`src/rtl/chan_err_pkg.sv`:
```
// Shared types and constants for the channel error injector.
package chan_err_pkg;

    typedef enum logic [1:0] {
        MODE_BYPASS   = 2'd0,
        MODE_PERIODIC = 2'd1,
        MODE_RANDOM   = 2'd2,
        MODE_BURST    = 2'd3
    } mode_t;

    typedef enum logic {
        S_GAP   = 1'b0,
        S_BURST = 1'b1
    } burst_state_t;

    // Taps of x^16+x^14+x^13+x^11+1 for a left-shifting Fibonacci register
    localparam logic [15:0] LFSR_TAPS = 16'hB400;

    function automatic logic [1:0] popcount2(input logic [1:0] m);
        return {1'b0, m[1]} + {1'b0, m[0]};
    endfunction

endpackage

```
`src/rtl/lfsr16.sv`:
```
// 16-bit Fibonacci LFSR, shifting left with feedback into bit 0; advances only when enabled.
module lfsr16
    import chan_err_pkg::*;
#(
    parameter logic [15:0] SEED = 16'hACE1
) (
    input  logic        i_clk,
    input  logic        i_rst,
    input  logic        i_en,
    output logic [15:0] o_state
);

    logic [15:0] r_state;

    // State register; the seed must be nonzero or the sequence locks up
    always_ff @(posedge i_clk or posedge i_rst) begin
        if (i_rst) begin
            r_state <= SEED;
        end else if (i_en) begin
            r_state <= {r_state[14:0], ^(r_state & LFSR_TAPS)};
        end
    end

    assign o_state = r_state;

endmodule

```
`src/rtl/conv_channel_err.sv`:
```
// Channel error injector: forwards 2-bit code symbols one cycle later with
// mode-dependent bit inversions and a saturating count of inverted bits.
module conv_channel_err
    import chan_err_pkg::*;
#(
    parameter int                   SIZE_OUT  = 2,
    parameter int                   SIZE_CNT  = 16,
    parameter int                   SIZE_LFSR = 16,
    parameter logic [SIZE_LFSR-1:0] LFSR_SEED = 16'hACE1
) (
    input  logic                i_clk,
    input  logic                i_rst,
    input  logic                i_valid,
    input  logic [SIZE_OUT-1:0] i_data,
    input  logic [1:0]          i_mode,
    input  logic [7:0]          i_period,
    input  logic [3:0]          i_burst_len,
    input  logic [7:0]          i_threshold,
    input  logic                i_clear,
    output logic [SIZE_OUT-1:0] o_data,
    output logic                o_valid,
    output logic                o_err_flag,
    output logic [SIZE_CNT-1:0] o_err_cnt
);

    mode_t                r_mode;
    burst_state_t         r_state;
    logic [7:0]           r_sym_cnt;
    logic [3:0]           r_burst_cnt;
    logic [SIZE_OUT-1:0]  r_data;
    logic                 r_valid;
    logic                 r_err_flag;
    logic [SIZE_CNT-1:0]  r_err_cnt;

    mode_t                w_mode;
    logic                 w_mode_chg;
    burst_state_t         w_state_base;
    burst_state_t         w_state_nxt;
    logic [7:0]           w_sym_base;
    logic [7:0]           w_sym_nxt;
    logic [3:0]           w_burst_base;
    logic [3:0]           w_burst_nxt;
    logic [1:0]           w_mask;
    logic                 w_lfsr_en;
    logic [SIZE_LFSR-1:0] w_lfsr;
    logic                 w_unused_lfsr;
    logic [SIZE_CNT:0]    w_cnt_sum;
    logic [SIZE_CNT-1:0]  w_cnt_nxt;

    lfsr16 #(.SEED(LFSR_SEED)) u_lfsr (
        .i_clk   (i_clk),
        .i_rst   (i_rst),
        .i_en    (w_lfsr_en),
        .o_state (w_lfsr)
    );

    assign w_unused_lfsr = ^w_lfsr[SIZE_LFSR-1:9];

    // A mode change restarts the pattern; a symbol in that same cycle sees the cleared state
    assign w_mode       = mode_t'(i_mode);
    assign w_mode_chg   = (w_mode != r_mode);
    assign w_sym_base   = w_mode_chg ? 8'd0 : r_sym_cnt;
    assign w_burst_base = w_mode_chg ? 4'd0 : r_burst_cnt;
    assign w_state_base = w_mode_chg ? S_GAP : r_state;

    // Error mask and next pattern state for the accepted symbol
    always_comb begin
        w_mask      = 2'b00;
        w_lfsr_en   = 1'b0;
        w_sym_nxt   = w_sym_base;
        w_burst_nxt = w_burst_base;
        w_state_nxt = w_state_base;
        if (i_valid) begin
            case (w_mode)
                MODE_BYPASS: begin
                    w_mask = 2'b00;
                end
                MODE_PERIODIC: begin
                    if (({1'b0, w_sym_base} + 9'd1) == {1'b0, i_period}) begin
                        w_mask    = 2'b01;
                        w_sym_nxt = 8'd0;
                    end else begin
                        w_sym_nxt = w_sym_base + 8'd1;
                    end
                end
                MODE_RANDOM: begin
                    w_lfsr_en = 1'b1;
                    if (w_lfsr[7:0] < i_threshold) begin
                        w_mask = w_lfsr[8] ? 2'b10 : 2'b01;
                    end else begin
                        w_mask = 2'b00;
                    end
                end
                MODE_BURST: begin
                    case (w_state_base)
                        S_GAP: begin
                            if ((i_period != 8'd0) && (i_burst_len != 4'd0) &&
                                (({1'b0, w_sym_base} + 9'd1) == {1'b0, i_period})) begin
                                w_sym_nxt   = 8'd0;
                                w_state_nxt = S_BURST;
                            end else begin
                                w_sym_nxt = w_sym_base + 8'd1;
                            end
                        end
                        S_BURST: begin
                            w_mask = 2'b11;
                            if (({1'b0, w_burst_base} + 5'd1) >= {1'b0, i_burst_len}) begin
                                w_burst_nxt = 4'd0;
                                w_state_nxt = S_GAP;
                            end else begin
                                w_burst_nxt = w_burst_base + 4'd1;
                            end
                        end
                        default: begin
                            w_state_nxt = S_GAP;
                        end
                    endcase
                end
                default: begin
                    w_mask = 2'b00;
                end
            endcase
        end else begin
            w_mask = 2'b00;
        end
    end

    assign w_cnt_sum = {1'b0, r_err_cnt} + {{(SIZE_CNT-1){1'b0}}, popcount2(w_mask)};
    assign w_cnt_nxt = w_cnt_sum[SIZE_CNT] ? {SIZE_CNT{1'b1}} : w_cnt_sum[SIZE_CNT-1:0];

    // Pattern state and mode tracking
    always_ff @(posedge i_clk or posedge i_rst) begin
        if (i_rst) begin
            r_mode      <= MODE_BYPASS;
            r_state     <= S_GAP;
            r_sym_cnt   <= 8'd0;
            r_burst_cnt <= 4'd0;
        end else begin
            r_mode      <= w_mode;
            r_state     <= w_state_nxt;
            r_sym_cnt   <= w_sym_nxt;
            r_burst_cnt <= w_burst_nxt;
        end
    end

    // Output stage and saturating error counter; clear wins over the increment
    always_ff @(posedge i_clk or posedge i_rst) begin
        if (i_rst) begin
            r_data     <= {SIZE_OUT{1'b0}};
            r_valid    <= 1'b0;
            r_err_flag <= 1'b0;
            r_err_cnt  <= {SIZE_CNT{1'b0}};
        end else begin
            r_valid    <= i_valid;
            r_err_flag <= i_valid & (|w_mask);
            if (i_valid) begin
                r_data <= i_data ^ w_mask;
            end
            if (i_clear) begin
                r_err_cnt <= {SIZE_CNT{1'b0}};
            end else if (i_valid) begin
                r_err_cnt <= w_cnt_nxt;
            end
        end
    end

    assign o_data     = r_data;
    assign o_valid    = r_valid;
    assign o_err_flag = r_err_flag;
    assign o_err_cnt  = r_err_cnt;

endmodule

```
`config.mk`:
```
export PLATFORM = sky130hd
export DESIGN_NAME = conv_channel_err
export DESIGN_NICKNAME = d
export VERILOG_FILES = /design/src/rtl/chan_err_pkg.sv /design/src/rtl/lfsr16.sv /design/src/rtl/conv_channel_err.sv
export SDC_FILE = /design/constraint.sdc
export NUM_CORES = 1
export LEC_CHECK = 0
export CORE_AREA = 2 2 91 93
export DETAILED_ROUTE_END_ITERATION = 16
export DIE_AREA = 0 0 93 95
export GPL_TIMING_DRIVEN = 1
export HOLD_SLACK_MARGIN = 0.12
export PLACE_DENSITY = 0.68
export SETUP_SLACK_MARGIN = 0.4
export SLEW_MARGIN = 20
export SYNTH_ARGS = -nofsm -noshare
export SYNTH_HDL_FRONTEND = slang
export SYNTH_SLANG_ARGS = --single-unit
```
`constraint.sdc`:
```
create_clock -name i_clk -period 5.65 [get_ports i_clk]
set_input_delay 1.695 -clock i_clk [delete_from_list [all_inputs] [get_ports i_clk]]
set_output_delay 1.695 -clock i_clk [all_outputs]
set_load 0.02 [all_outputs]
```
==> metrics.txt <==
Synth Area in Compound Gates 0.1590; Post-synth EDFFs 0; post-synth cell types 56; simple-gate share of the synthesized area 0.2032; Die Wd 93 um; Final Hold Violating Endpoints 0; Setup crit end kind flop; Fmax 198.6 MHz; flop-to-flop setup slack 1.82 ns; Avg Synthesized Cell Area 9.279 um^2; outcome finished, final reports clean; hold path depth 2; Peak VDD IR 143.8 uV; PortBufs 47; Post-Syn Area 3164 um^2; die height 95 um; RR Startpoint r_mode[1]; Top FF cell, synth dfrtp_1; Crit path max-delay family simple AND/OR/NAND/NOR gates; adder-cell share of the synthesized area 0.06168; slowest CP cell or4_1; row count 33; CTS HTree Levels 2; Longest Clk Path Bufs 2; drt pass-1 iters 4; RSZ-0062 raised after global routing no; Routed wire per std cell 13.92 um; share of cells above drive strength 1 0.1766; Iter 0 DRT Violations 145; Total Power 0.7282 mW; Residual DRC 0; multiplexer share of the synthesized area 0.06643; PwrDens 180.8 nW/um^2; post-synthesis sequential area ratio 0.4065; Slew HR 0.4190; area grow syn2layout 27.28%; xor/xnor share of the synthesized area 0.05733; number of max-cap violations 0; antenna viol nets, final 0; CP Data Arrival Time 5.24 ns; Yosys reg bits 51; Die Area 8835 um^2; CP max stage delay 0.40 ns; cells after synthesis 341; worst-path maximum fanout 5; total grt overflow 0; sequence of cells on the critical path dlygate4sd2_1 > xnor2_4 > and3_1 > ha_4 > and3_4 > xor2_2 > or4_1 > a21oi_1 > a311o_2 > a31o_1 > and2_1 > fa_1 > ha_2 > nand4_1 > or3_4 > buf_4 > a311oi_1; hold wc startpoint u_lfsr.o_state[9]; DP HPWL 5287 um; Buf+Inv Stages, Crit Path 2; Final Cycle Share 0.8912; synth warn 0; hold endpoint u_lfsr.o_state[9]; gr usage total 0.1670; Setup CP Type in2reg; Ports 48; # clock sinks 51; final worst path period need 5.035 ns; Leakage 1.730 nW; clock input transition at the sequential cells of the worst setup and hold paths 0.09 ns; CP required 5.86 ns; first-pass GRT wire length 11940 um; fin nets 444; main combinational cell family by area after synthesis simple AND/OR/NAND/NOR gates; Initial Utilization 0.3991; most frequent cells in the layout clkdlybuf4s50_1, dfrtp_1, nor2_1; Post-DP Area 3887 um^2; FF-to-FF path depth 17; final-layout fill cell count 752; most common cell after layout, fill and taps aside clkdlybuf4s50_1; post-synth top area share 0.3401; Clock Latency Late Sink 0.30 ns; number of global-route vias before repair 2662; leading area contributor after synthesis dfrtp_1; clk_skew 0.006167 ns; Final Cell Area 4028 um^2; Hold Crit Class reg2reg; final WL 7056 um; core area 7928 um^2; Inserted Diodes 0; antenna violations before repair 0; number of buffers created by CTS 5; GP Congestion 0.8400; Slew Viols, Final 0; CTS tree yes; startpoint types primary input; syn nets 384; Via density 5.389; Vias 2732; Async SR Flop Fraction 1.000; synth top area cells dfrtp_1, dfstp_2, mux2_2, ha_1, nor2_1; Setup TNS Final 0 ns; final setup violation count 0; largest net degree at the start of global routing 52; Least-Margin Pin Slew 0.8705 ns; CTS root buffer clkbuf_8; worst reg2reg endpoint o_err_cnt[0]
==> metrics by stage <==
stage | hold WS [ns] | util | worst slack (ns) | instances
6_report | 0.4860 | 0.5080 | 0.6145 | 507
4_1_cts | 0.4909 | 0.5032 | 0.5647 | 507
3_3_place_gp | 0.4583 | 0.4904 | 0.1294 | 499
2_1_floorplan | 0.4431 | - | 0.4006 | 341
3_5_place_dp | 0.4643 | 0.4904 | -0.02554 | 499
5_1_grt | 0.5131 | 0.5080 | 0.3930 | 507
==> area by class of cell <==
| type | instances | area, um^2 | area share |
|---|---|---|---|
| Inverter | 21 | 80.08 | 0.01988 |
| Timing Repair Buffer | 68 | 625.6 | 0.1553 |
| Clock inverter | 1 | 7.507 | 0.001864 |
| Multi-Input combinational cell | 254 | 1800 | 0.4470 |
| Tap cell | 105 | 131.4 | 0.03262 |
| Sequential cell | 51 | 1286 | 0.3194 |
| Clock buffer | 7 | 96.34 | 0.02392 |
==> synth_stat cells, types with 3 or more instances <==
library cell / n
a21oi_1: 16
clkbuf_1: 7
dfrtp_1: 43
mux2i_1: 3
xnor2_1: 10
and4_1: 3
nand2_1: 28
o22ai_1: 3
o21ai_0: 17
nor3_1: 9
and2_1: 4
buf_2: 4
a211oi_1: 11
nand4_1: 7
nor2_1: 31
ha_1: 14
and3_1: 16
nand2b_1: 5
mux2_2: 16
inv_1: 21
xor2_1: 7
dfstp_2: 8
nand3_1: 13
a31oi_1: 4
==> registers in the layout, indices dropped and copies added, names as in the netlist <==
register	flops
r_sym_cnt	8
u_lfsr.o_state	16
o_data	2
r_state	1
r_burst_cnt	4
o_err_flag	1
r_mode	2
o_valid	1
o_err_cnt	16
==> routing by layer <==
layer | wire length [um] | vias to the layer above | global-route usage
li1 | - | 1348 | -
met1 | 3160 | 1309 | 0.2132
met2 | 3505 | 71 | 0.2989
met3 | 344 | 4 | 0.02713
met4 | 47 | 0 | 0.03676
met5 | 0 | - | 0
==> how the worst max path moves through the flow <==
| stage | slack, ns | from | depth (start not counted) | endpoint |
|---|---|---|---|---|
| after detailed placement | -0.03 | i_mode[1] | 18 | o_err_cnt[0] |
| after CTS | 0.56 | i_mode[1] | 18 | o_err_cnt[3] |
| after global routing | 0.39 | i_mode[1] | 18 | o_err_cnt[0] |
| after floorplan | 0.40 | i_mode[0] | 18 | o_err_cnt[9] |
| after global placement | 0.13 | i_mode[1] | 18 | o_err_cnt[0] |
| final | 0.61 | i_mode[1] | 17 | o_err_cnt[0] |
==> report_power, final <==
| group | leakage (nW) | internal (mW) | switching (mW) |
|---|---|---|---|
| Combinational | 1.01 | 0.0560 | 0.0579 |
| Clock | 0.0505 | 0.112 | 0.119 |
| Sequential | 0.668 | 0.376 | 0.00788 |
==> worst min-delay path, delay by kind of cell (launching register included) <==
family | cells | cell delay (ns)
simple gates | 2 | 0.11
flops | 1 | 0.35
==> timing repair <==
item | 4_1_cts | 5_1_grt
resized for setup | 2 | 7
pin swaps | 0 | 0
setup endpoints to repair | 15 | 13
hold buffers | 0 | 0
setup buffers | 0 | 0
==> kinds of logic (layout without fill, tap and decap cells) <==
logic type      after synthesis  after routing
simple gates                128            128
compound gates               73             73
flops                        51             51
xor+xnor                     19             19
fa+ha+maj                    15             15
buf+inv                      36             97
mux                          19             19
No activity file was read; power rests on OpenSTA's default activity.
